## src/rtl/matrix_loader.sv

```systemverilog
// matrix_loader: packs a stream of ELEM_W-bit elements, row-major, into one
// DIM x DIM matrix word, presents it with m_valid and holds it until m_ack.
module matrix_loader #(
   parameter int ELEM_W = 16,
   parameter int DIM    = 4
) (
   input  logic                      clk,
   input  logic                      reset,     // asynchronous, active-low
   input  logic                      start,
   input  logic [ELEM_W-1:0]         in_data,
   input  logic                      in_valid,
   output logic                      in_ready,
   output logic [DIM*DIM*ELEM_W-1:0] m_out,
   output logic                      m_valid,
   input  logic                      m_ack,
   output logic [$clog2(DIM*DIM+1)-1:0] count,
   output logic                      busy
);

   localparam int N     = DIM * DIM;
   localparam int MAT_W = N * ELEM_W;
   localparam int CNT_W = $clog2(N + 1);

   typedef enum logic [1:0] {
      IDLE = 2'd0,
      FILL = 2'd1,
      DONE = 2'd2
   } state_t;

   state_t             state_q, state_d;
   logic [CNT_W-1:0]   count_q, count_d;
   logic [MAT_W-1:0]   m_out_q, m_out_d;
   logic               in_ready_q, in_ready_d;
   logic               m_valid_q, m_valid_d;
   logic               busy_q, busy_d;

   // Next-state, element packing and the status flags decoded from the next state
   always_comb begin
      state_d = state_q;
      count_d = count_q;
      m_out_d = m_out_q;
      case (state_q)
         IDLE: begin
            if (start) begin
               state_d = FILL;
               count_d = '0;
               m_out_d = '0;
            end
         end
         FILL: begin
            // A restart beats a same-cycle transfer; that element is dropped.
            if (start) begin
               count_d = '0;
               m_out_d = '0;
            end else if (in_valid) begin
               m_out_d[count_q*ELEM_W +: ELEM_W] = in_data;
               count_d = count_q + CNT_W'(1);
               if (count_q == CNT_W'(N - 1)) begin
                  state_d = DONE;
               end
            end
         end
         DONE: begin
            // start alone must not overwrite a matrix nobody has taken yet.
            if (m_ack) begin
               if (start) begin
                  state_d = FILL;
                  count_d = '0;
                  m_out_d = '0;
               end else begin
                  state_d = IDLE;
               end
            end
         end
         default: begin
            state_d = IDLE;
         end
      endcase
      in_ready_d = (state_d == FILL);
      m_valid_d  = (state_d == DONE);
      busy_d     = (state_d != IDLE);
   end

   // State, data and registered status flags; reset clears everything at once
   always_ff @(posedge clk or negedge reset) begin
      if (!reset) begin
         state_q    <= IDLE;
         count_q    <= '0;
         m_out_q    <= '0;
         in_ready_q <= 1'b0;
         m_valid_q  <= 1'b0;
         busy_q     <= 1'b0;
      end else begin
         state_q    <= state_d;
         count_q    <= count_d;
         m_out_q    <= m_out_d;
         in_ready_q <= in_ready_d;
         m_valid_q  <= m_valid_d;
         busy_q     <= busy_d;
      end
   end

   assign in_ready = in_ready_q;
   assign m_valid  = m_valid_q;
   assign busy     = busy_q;
   assign count    = count_q;
   assign m_out    = m_out_q;

endmodule

```

## config.mk

```make
export PLATFORM = sky130hd
export DESIGN_NAME = matrix_loader
export DESIGN_NICKNAME = d
export VERILOG_FILES = /design/src/rtl/matrix_loader.sv
export SDC_FILE = /design/constraint.sdc
export NUM_CORES = 1
export LEC_CHECK = 0
export BUFFER_PORTS_ARGS = -buffer_cell sky130_fd_sc_hd__buf_4
export CAP_MARGIN = 20
export CORE_MARGIN = 2
export CORE_UTILIZATION = 30
export DETAILED_ROUTE_END_ITERATION = 10
export GPL_TIMING_DRIVEN = 1
export HOLD_SLACK_MARGIN = 0.12
export PLACE_DENSITY = 0.54
export SYNTH_ARGS = -nofsm -noshare
export SYNTH_HDL_FRONTEND = slang
export SYNTH_SLANG_ARGS = --single-unit
```

## constraint.sdc

```tcl
create_clock -name clk -period 6.4 [get_ports clk]
set_input_delay 0.32 -clock clk [delete_from_list [all_inputs] [get_ports clk]]
set_output_delay 0.32 -clock clk [all_outputs]
set_load 0.005 [all_outputs]
```

Word level (Yosys, flattened, before mapping)
Cells that the tools add are included.
{"block": "op_classes", "add_sub_neg": 2, "eq_ne": 7, "shifts": 2, "mux": 18, "n_reduce_logical": 4}
{"operator": "256-bit two-way mux", "n": 4}
{"operator": "256-bit one-hot mux with 3 select lines", "n": 1}
{"operator": "256-bit bitwise mux", "n": 1}
{"operator": "16-bit by 34-bit variable shift with 256-bit output, first input constant", "n": 1}
{"operator": "16-bit by 34-bit variable part select with 256-bit output", "n": 1}
{"operator": "9-bit negation with 34-bit output", "n": 1}
{"operator": "5-bit two-way mux", "n": 4}
{"operator": "5-bit one-hot mux with 3 select lines", "n": 1}
{"operator": "2-bit two-way mux", "n": 5}
{"operator": "2-bit one-hot mux with 3 select lines", "n": 1}
{"operator": "5-bit by 1-bit adder with 5-bit output, second input constant", "n": 1}
{"operator": "5-bit by 4-bit == test with 1-bit output, second input constant", "n": 1}
{"operator": "2-bit by 1-bit == test with 1-bit output, second input constant", "n": 2}
{"operator": "2-bit == test, second input constant", "n": 2}
{"operator": "3-bit != test, second input constant", "n": 1}
{"operator": "3-bit AND reduction", "n": 1}
{"operator": "3-bit nonzero test", "n": 1}
{"operator": "2-bit logical NOT", "n": 1}
{"operator": "2-bit != test, second input constant", "n": 1}
{"operator": "2-bit nonzero test", "n": 1}
{"operator": "1-bit two-way mux", "n": 1}
{"block": "word_totals", "ff_bits": 266, "inputBits": 21, "output_inout_bits": 264, "wordCells": 39}

Longest topological paths before layout
Gate-level depths: netlist (run 1).
{"block": "depth", "word_depth": 6, "ltp_mapped": 11, "mapped_depth_nobuf": 9}

Worst setup path after synthesis (run 1)
OpenSTA, ideal clock, no wires.
{"block": "synth_timing", "path_kind": "register to register", "startpoint": "reg count_q[0], in the netlist count[0]", "endpoint": "reg m_out_q[10], in the netlist m_out[10]", "setup_ns": 0.066, "t_arrival_ns": 2.831, "required_ns": 6.334, "slack_ns": 3.503, "path_stages_with_launch": 12, "n_path_buf": 2, "period_less_slack_ns": 2.897, "cell_sequence": "dfrtp_1 > buf_2 > inv_1 > ha_1 > nor3b_4 > ha_1 > nor4b_1 > nand3_1 > a21boi_1 > clkbuf_1 > nand3_1 > nand2_1"}
{"block": "synth_between", "elab_chain_cells": 6, "word_cells_on_any_way": 7, "cone_classes": "1 x add/sub; 2 x shift; 4 x mux"}
{"item": "from (decl)", "line": "31", "source": "logic [CNT_W-1:0] count_q, count_d;"}
{"item": "from (signal assigned)", "line": "95", "source": "count_q <= count_d;"}
{"item": "9-bit negation with 34-bit output *", "line": "56", "source": "m_out_d[count_q*ELEM_W +: ELEM_W] = in_data;"}
{"item": "16-bit by 34-bit variable part select with 256-bit output / 16-bit by 34-bit variable shift with 256-bit output (equally long branches)", "line": "56"}
{"item": "256-bit bitwise mux *", "line": "56"}
{"item": "256-bit two-way mux *", "line": "55", "source": "end else if (in_valid) begin"}
{"item": "256-bit two-way mux *", "line": "52", "source": "if (start) begin"}
{"item": "256-bit one-hot mux with 3 select lines *", "line": "42", "source": "case (state_q)"}
{"item": "to (signal assigned)", "line": "96", "source": "m_out_q <= m_out_d;"}
{"item": "to (decl)", "line": "32", "source": "logic [MAT_W-1:0] m_out_q, m_out_d;"}
Mark *: on every way between the ends. The rest lies on a longest branch, timed or not. The select of a mux whose other input is x is not followed.
A chain may end at the register's enable or synchronous reset.

Worst setup path after layout (run 1)
{"block": "layout_timing", "startpoint": "reg count_q[0], in the netlist count[0]", "endpoint": "reg m_out_q[171], in the netlist m_out[171]"}
The elaborated chain is that of the path after synthesis.

==> results by group, run 1 <==
Run status
  • Outcome: completed

Power
  • Comb pwr share: ~6.5%
  • Flop pwr share: ~47%
  • Sw Ratio: 24.5%
  • Clock Power Share: a little under half
  • P_sw: roughly 890 uW
  • Leak: approximately 0.0070 uW
  • Maximum vdd drop: between 0.00015 and 0.0002 V
  • Total power: 3620 uW
  • Internal cell power: 2730 uW
  • PD cells: between 200 and 250 nW/um2

Placement
  • Cell Area, Placed: 13400 um2
  • # placed instances: between 1500 and 2000
  • GPL Wtd Cong: between 0.7 and 0.8
  • HPWL after DPL: about 24000 um
  • IO Port Bufs: around 280

Die
  • Core area: roughly 36000 um2
  • Io pins: roughly 290
  • Num rows: 69
  • Chip Width: ~190 um
  • Starting Density: 30.5%
  • Die area: between 30000 and 40000 um2
  • Die Height: between 150 and 200 um

Worst setup path
  • Worst-path cell chain: inv_1 > ha_1 > nor3b_4 > ha_1 > inv_2 > nor3b_2 > nand4_1 > buf_8 > nand3_1 > o21ai_0
  • Critical path buffer and inverter count: 3
  • Worst endpoint data arrival time: roughly 3.9 ns
  • CP Launch Type: flop
  • Critical Path End Type: flop
  • Worst reg-to-reg setup slack: about 3.0 ns
  • Worst Path Max Fanout: 18
  • Slowest-stage cell, CP: dfrtp_1
  • Delay of the slowest critical-path stage: about 0.59 ns
  • Worst Path Required: 6.84 ns
  • Most frequent CP cell: ha_1
  • Critical path type: flop to flop
  • Crit path max-delay family: simple AND/OR/NAND/NOR gates

Route
  • Wirelength per Cell: between 20 and 25 um
  • First drt pass iteration count: 5
  • Via Count: ~8600
  • Post-route DRC: 0
  • WL final: 37200 um
  • DRT iter0 DRCs: about 450
  • Vias per cell: approximately 5
  • Post-detailed-route count of antenna-violating nets: 0

Yosys
  • Synth async-reset ratio: 100%
  • Distinct cell type count after synthesis: 58
  • Ys flop type: dfrtp_1
  • YS warnings: 0
  • EDFF count, synth: 0
  • Post-synthesis net count: about 1000
  • Top cell type by total area after synthesis: dfrtp_1
  • Synth Register Bits: around 270
  • Mean Syn Cell Area: ~11 um2
  • Register area share after synthesis: 61.1%
  • Synth area leaders: dfrtp_1 61%, nand2_1 6.3%, mux2i_1 5.9%
  • Synthesized area: around 11000 um2
  • Share of the synthesized area in the top cell type: approximately three fifths
  • Most frequent cell after synthesis: dfrtp_1
  • Post-Synthesis Cells: approximately 1000
  • Top post-synthesis cells by count: 266 x dfrtp_1, 184 x nand2_1, 127 x nand3_1

Clock network
  • Clock Path Buffers: 3
  • Post-CTS Resized: 0
  • Clk sinks: between 200 and 300
  • Total CTS buffers: 30
  • CTS tree: done
  • Clk_lat worst skew: roughly 0.56 ns
  • Clock transition at path regs: 0.06 ns
  • Root buf cell: clkbuf_16
  • H-tree depth: 1

Run
  • Maxcap violations: 0

STA
  • RSZ-0062 raised after global routing: false
  • Worst Skew: about 0.019 ns
  • Relative slew slack: 27.8%
  • Hold Vio Cnt, Final: 0
  • Setup violations, final: 0
  • Actual slew at the worst max-slew pin: 1.08 ns
  • Minimum clock period: 3.43 ns
  • Crit share post-route: between 50% and 60%
  • Max Slew Vio Count: 0
  • Max Freq: just under 300 MHz
  • Setup total negative slack: 0 ns

Cells and area
  • Fin cells: 1740
  • Nets@finish: between 1000 and 1500
  • Fraction of layout cells with a size suffix above 1: 29.5%
  • Fin util: 40.7%
  • Final Instance Area: about 15000 um2
  • Antenna Cells: 0
  • Area grow syn2layout: 33.2%

Global routing
  • Vias in the first global route: around 8600
  • Total GRT Usage: ~19%
  • First-pass GRT wire length: approximately 56000 um
  • Largest net degree at the start of global routing: approximately 140
  • Initial antenna violation count: 0
  • Total grt overflow: 0

Worst hold path
  • Hold Crit Class: input pin to flop
## final timing paths
kind | startpoint | cells after the start | endpoint
worst max-delay path | count[0] | 10 | m_out[171]
worst min-delay path | in_data[4] | 3 | m_out[4]
worst max register to register | count[0] | 10 | m_out[171]
worst min register to register | m_out[1] | 2 | m_out[1]
max in group asynchronous | reset | 3 | m_out[61]
min in group asynchronous | reset | 2 | m_out[121]
## per-stage QoR
| step | setup WS [ns] | hold WS [ns] |
|---|---|---|
| CTS | 2.62 | 0.121 |
| global placement | 2.73 | 0.452 |
| detailed placement | 2.64 | 0.459 |
| global route | 2.57 | 0.125 |
| floorplan | 3.50 | 0.0244 |
| finish | 2.97 | 0.143 |
## cell type report
type                            count  area [um2]
Clock buffer                       37         827
Clock inverter                     13         140
Fill cell                        3480       21200
Inverter                            5        18.8
Multi-Input combinational cell    643        3840
Sequential cell                   266        6660
Tap cell                          461         577
Timing Repair Buffer              315        2440
## layout by cell type (no fill, tap or decap), types with 9 or more instances in the layout
master	netlist	layout
nand3_1	127	127
dlygate4sd3_1	0	9
a22o_1	62	62
clkbuf_16	0	30
nand2_1	184	184
nor2_1	10	10
o21ai_0	104	104
dfrtp_1	266	266
mux2i_1	64	64
buf_4	3	299
o21ai_1	14	14
## cells by family after synthesis
| family | synth area share [%] |
|---|---|
| xor gates and xnor gates | 0.552 |
| adders and majority gates | 0.460 |
| and+or+nand+nor | 15.9 |
| DFF | 61.1 |
| buffers and inverters | 3.63 |
| AOI/OAI and AO/OA | 12.2 |
| muxes | 6.19 |
## tightest hold or removal path: stages
cell	delay, ns
buf_4	0.19
nand3_1	0.09
nand2_1	0.05
## state kept, by name (all words and copies together), names as in the netlist
register	count
in_ready	1
state_q	2
busy	1
count	5
m_valid	1
m_out	256
## power groups by stage
stage	Sequential, uW	Combinational [uW]	Clock, uW
finish	1700	234	1690
global route	1700	256	1810
CTS	1700	238	1740
detailed placement	1730	234	0
global placement	1730	234	0
floorplan	1720	117	0
## what timing repair did
action / in CTS / in global routing
buffers inserted: 0 / 0
hold endpoints to repair: 138 / 0
hold buffers: 9 / 0
## routing by layer
layer  routed length [um]  up-vias  track usage [%]
met5                    0        -                0
met3                 2770       45             5.47
met1                15900     4314             25.1
met4                  698        0             4.25
li1                     -     4019                -
met2                17800      255             32.0
(Power assumes the default switching activity.)
==> run 2, diff against run 1 <==
--- a/config.mk
+++ b/config.mk
@@ -5,6 +5,7 @@
 export SDC_FILE = /design/constraint.sdc
 export NUM_CORES = 1
 export LEC_CHECK = 0
+export ABC_AREA = 1
 export BUFFER_PORTS_ARGS = -buffer_cell sky130_fd_sc_hd__buf_4
 export CAP_MARGIN = 20
 export CORE_MARGIN = 2
==> constraint.sdc (replaced) <==
create_clock -name clk -period 3.54 [get_ports clk]
set_input_delay 0.177 -clock clk [delete_from_list [all_inputs] [get_ports clk]]
set_output_delay 0.177 -clock clk [all_outputs]
set_load 0.005 [all_outputs]
==> run 2 against run 1 <==
  * Sequential power up 79%
  * Fmax up 18%
  * Register-to-register slack worse by 2.3 ns
  * Synthesized cell count up 49%
  * Utilization down 0.41 points
  * Die area up 12%
  * Setup slack worse by 2.3 ns
  * Clock power up 93%
  * Global-route usage up 2.1 points
  * Non-clock buffer count up 23
  * Synthesized area up 12%
  * Critical endpoint is now m_out[17]
  * Largest cell class unchanged
  * Highest routed layer unchanged
==> results by group, run 2 <==
Clock network
  • CTS tree: done
  • Clk sinks: 266 (unchanged)
  • H-tree depth: 1 (unchanged)
  • Post-CTS Resized: 0 (unchanged)
  • Hold buffer count at CTS: 21 (+12)
  • Clock transition at path regs: 0.06 ns (about the same)
  • Total CTS buffers: 31 (+3.3%)
  • Post-CTS Setup Inserts: 0 (unchanged)
  • Clock Path Buffers: 3 (unchanged)
  • Clk_lat worst skew: 0.57 ns (about the same)
  • Root buf cell: clkbuf_16

Die
  • Core area: 39900 um2 (+12%)
  • Io pins: 285 (unchanged)
  • Starting Density: 30.5% (-0.052 points)
  • Num rows: 73 (+5.8%)
  • Die area: 42200 um2 (+12%)
  • Chip Width: 205 um (+5.6%)
  • Die Height: 205 um (+5.6%)

Placement
  • GPL Wtd Cong: 0.875 (+9.4%)
  • IO Port Bufs: 284 (unchanged)
  • HPWL after DPL: 33600 um (+38%)

Power
  • PD cells: 447 nW/um2 (+79%)
  • Leak: 0.00848 uW (+21%)
  • Maximum vdd drop: 0.000364 V (+93%)

Route
  • Post-detailed-route count of antenna-violating nets: 0 (unchanged)
  • Highest routing layer actually used: met4
  • Post-route DRC: 0 (unchanged)
  • Wirelength per Cell: 20.1 um (-5.9%)
  • WL final: 46400 um (+25%)
  • M1 wire length: 18900 um (+19%)
  • First drt pass iteration count: 5 (unchanged)
  • Routed met2 length: 21900 um (+23%)
  • Vias per cell: 5.07 (+2.1%)
  • DR WL met3: 4150 um (+50%)
  • Via Count: 11664 (+35%)
  • DRT iter0 DRCs: 1012 (+130%)

Worst setup path
  • Crit path max-delay family: simple AND/OR/NAND/NOR gates
  • Critical Path End Type: flop
  • Critical path buffer and inverter count: 2 (-1)
  • Delay of the slowest critical-path stage: 0.53 ns (-0.06 ns)
  • Slowest-stage cell, CP: nand3_1
  • Critical path type: flop to flop
  • CP Launch Type: flop
  • Worst Path Max Fanout: 17 (-1)
  • Worst endpoint data arrival time: 3.34 ns (-0.53 ns)
  • Most frequent CP cell: nand3_1
  • Worst Path Required: 3.98 ns (-2.86 ns)
  • Worst-path cell chain: inv_1 > ha_1 > nand2_1 > nor2_1 > ha_1 > nand3_1 > nor2_4 > buf_4 > nand3_1 > nand3_1 > nand2_1

Global routing
  • Total GRT Usage: 21.4% (+2.1 points)
  • Largest net degree at the start of global routing: 104 (-26%)
  • Total grt overflow: 0 (unchanged)
  • Initial antenna violation count: 0 (unchanged)
  • Vias in the first global route: 11333 (+32%)
  • First-pass GRT wire length: 68500 um (+22%)

STA
  • Actual slew at the worst max-slew pin: 0.855 ns (-0.221 ns)
  • Setup violations, final: 0 (unchanged)
  • Minimum clock period: 2.89 ns (-0.535 ns)
  • Hold Vio Cnt, Final: 0 (unchanged)
  • Hold_ws: 0.254 ns (+0.111 ns)
  • Max Freq: 345 MHz (+18%)
  • Crit share post-route: 81.8% (+28 points)
  • Max Slew Vio Count: 0 (unchanged)
  • Relative slew slack: 43.0% (+15 points)
  • Setup total negative slack: 0 ns (unchanged)
  • RSZ-0062 raised after global routing: false
  • Worst Skew: 0.00832 ns (-0.0108 ns)

Run
  • Maxcap violations: 0 (unchanged)

Yosys
  • EDFF count, synth: 0 (unchanged)
  • YS warnings: 0 (unchanged)
  • Top post-synthesis cells by count: 474 x nand3_1, 314 x nand2_1, 266 x dfrtp_1
  • Largest family of logic cells by synthesized area: simple AND/OR/NAND/NOR gates
  • Synth async-reset ratio: 100% (unchanged)
  • Simple-Gate Fraction of Synth Area: 36.7% (+21 points)
  • Post-Synthesis Cells: 1494 (+49%)
  • Synth Area in Compound Gates: 1.98% (-10 points)
  • Synth Register Bits: 266 (unchanged)
  • Synthesized area: 12200 um2 (+12%)
  • Synth Area in XOR/XNOR: 0.206% (-0.35 points)
  • Post-synthesis net count: 1519 (+48%)
  • Synth area leaders: dfrtp_1 55%, nand3_1 19%, nand2_1 9.7%
  • Top cell type by total area after synthesis: dfrtp_1
  • Most frequent cell after synthesis: nand3_1
  • Mux cell area share after synthesis: 0% (-6.2 points)
  • Mean Syn Cell Area: 8.15 um2 (-25%)
  • Register area share after synthesis: 54.7% (-6.4 points)
  • Share of the synthesized area in the top cell type: 54.7% (-6.4 points)
  • Distinct cell type count after synthesis: 29 (-50%)
  • Adder-cell area share of the yosys netlist: 0.411% (-0.048 points)
  • Ys flop type: dfrtp_1

Cells and area
  • Fin util: 40.3% (-0.41 points)
  • Area grow syn2layout: 32.0%
  • Flip-flop count of the largest register after layout: 256 (unchanged)
  • Most common cell after layout, fill and taps aside: nand3_1
  • Fraction of layout cells with a size suffix above 1: 22.2% (-7.3 points)
  • Antenna Cells: 0 (unchanged)
  • Nets@finish: 1780 (+38%)
  • Commonest non-fill, non-tap cells in the layout: 474 x nand3_1, 313 x buf_4, 312 x nand2_1

Run status
  • Outcome: completed

Worst hold path
  • Hold Crit Class: input pin to asynchronous set/reset pin
==> run 2: changes by cell type after synthesis, moves of 15 or more <==
cell / change
nand4_1: +15
inv_1: +63
nand2_1: +130
nor2_1: +157
mux2i_1: -64
o21ai_0: -77
nand3_1: +347
buf_2: +18
a22o_1: -62
==> run 2: through the flow <==
| stage | instance area [um2] | power, uW | worst slack, ns | std cells |
|---|---|---|---|---|
| floorplan | 12200 | 3610 | 1.23 | 1494 |
| global placement | 14800 | 3940 | 0.690 | 2226 |
| detailed placement | 14800 | 3940 | 0.678 | 2226 |
| CTS | 16100 | 7250 | 0.648 | 2302 |
| global route | 16100 | 7450 | 0.346 | 2302 |
| finish | 16100 | 7180 | 0.645 | 2302 |
==> run 2: final timing paths <==
path                             from         end  slack, ns  cells past startpoint
hold reg to reg            m_out[102]  m_out[102]       0.48                      2
max in group asynchronous       reset  m_out[198]       2.38                      3
setup reg to reg             count[0]   m_out[17]       0.65                     11
min in group clk             in_valid  state_q[0]       0.41                      3
hold / removal                  reset  m_out[218]       0.25                      2
setup / recovery             count[0]   m_out[17]       0.65                     11
==> run 2: cells by family after synthesis <==
family,count (synthesis)
adder cells (fa/ha/maj),4
buffers and inverters,181
AND/OR/NAND/NOR,996
AO/OA/AOI/OAI,45
XOR/XNOR,2
flip-flops,266
==> run 2: final cells by class <==
class / count / area [um2]
Fill cell: 4118 / 23800
Sequential cell: 266 / 6660
Multi-Input combinational cell: 1047 / 4820
Timing Repair Buffer: 338 / 2640
Clock buffer: 42 / 877
Tap cell: 525 / 657
Inverter: 71 / 269
Clock inverter: 13 / 151
==> run 2: where the power goes <==
part           switching (uW)  internal, uW
Clock                    1320          1940
Combinational             687           173
Sequential               6.69          3050
Total                    2020          5160
==> run 2: layer usage <==
layer	track usage [%]	vias up
met4	6.83	0
li1	-	5472
met1	28.2	5636
met3	4.96	74
met2	34.8	482
met5	0	-
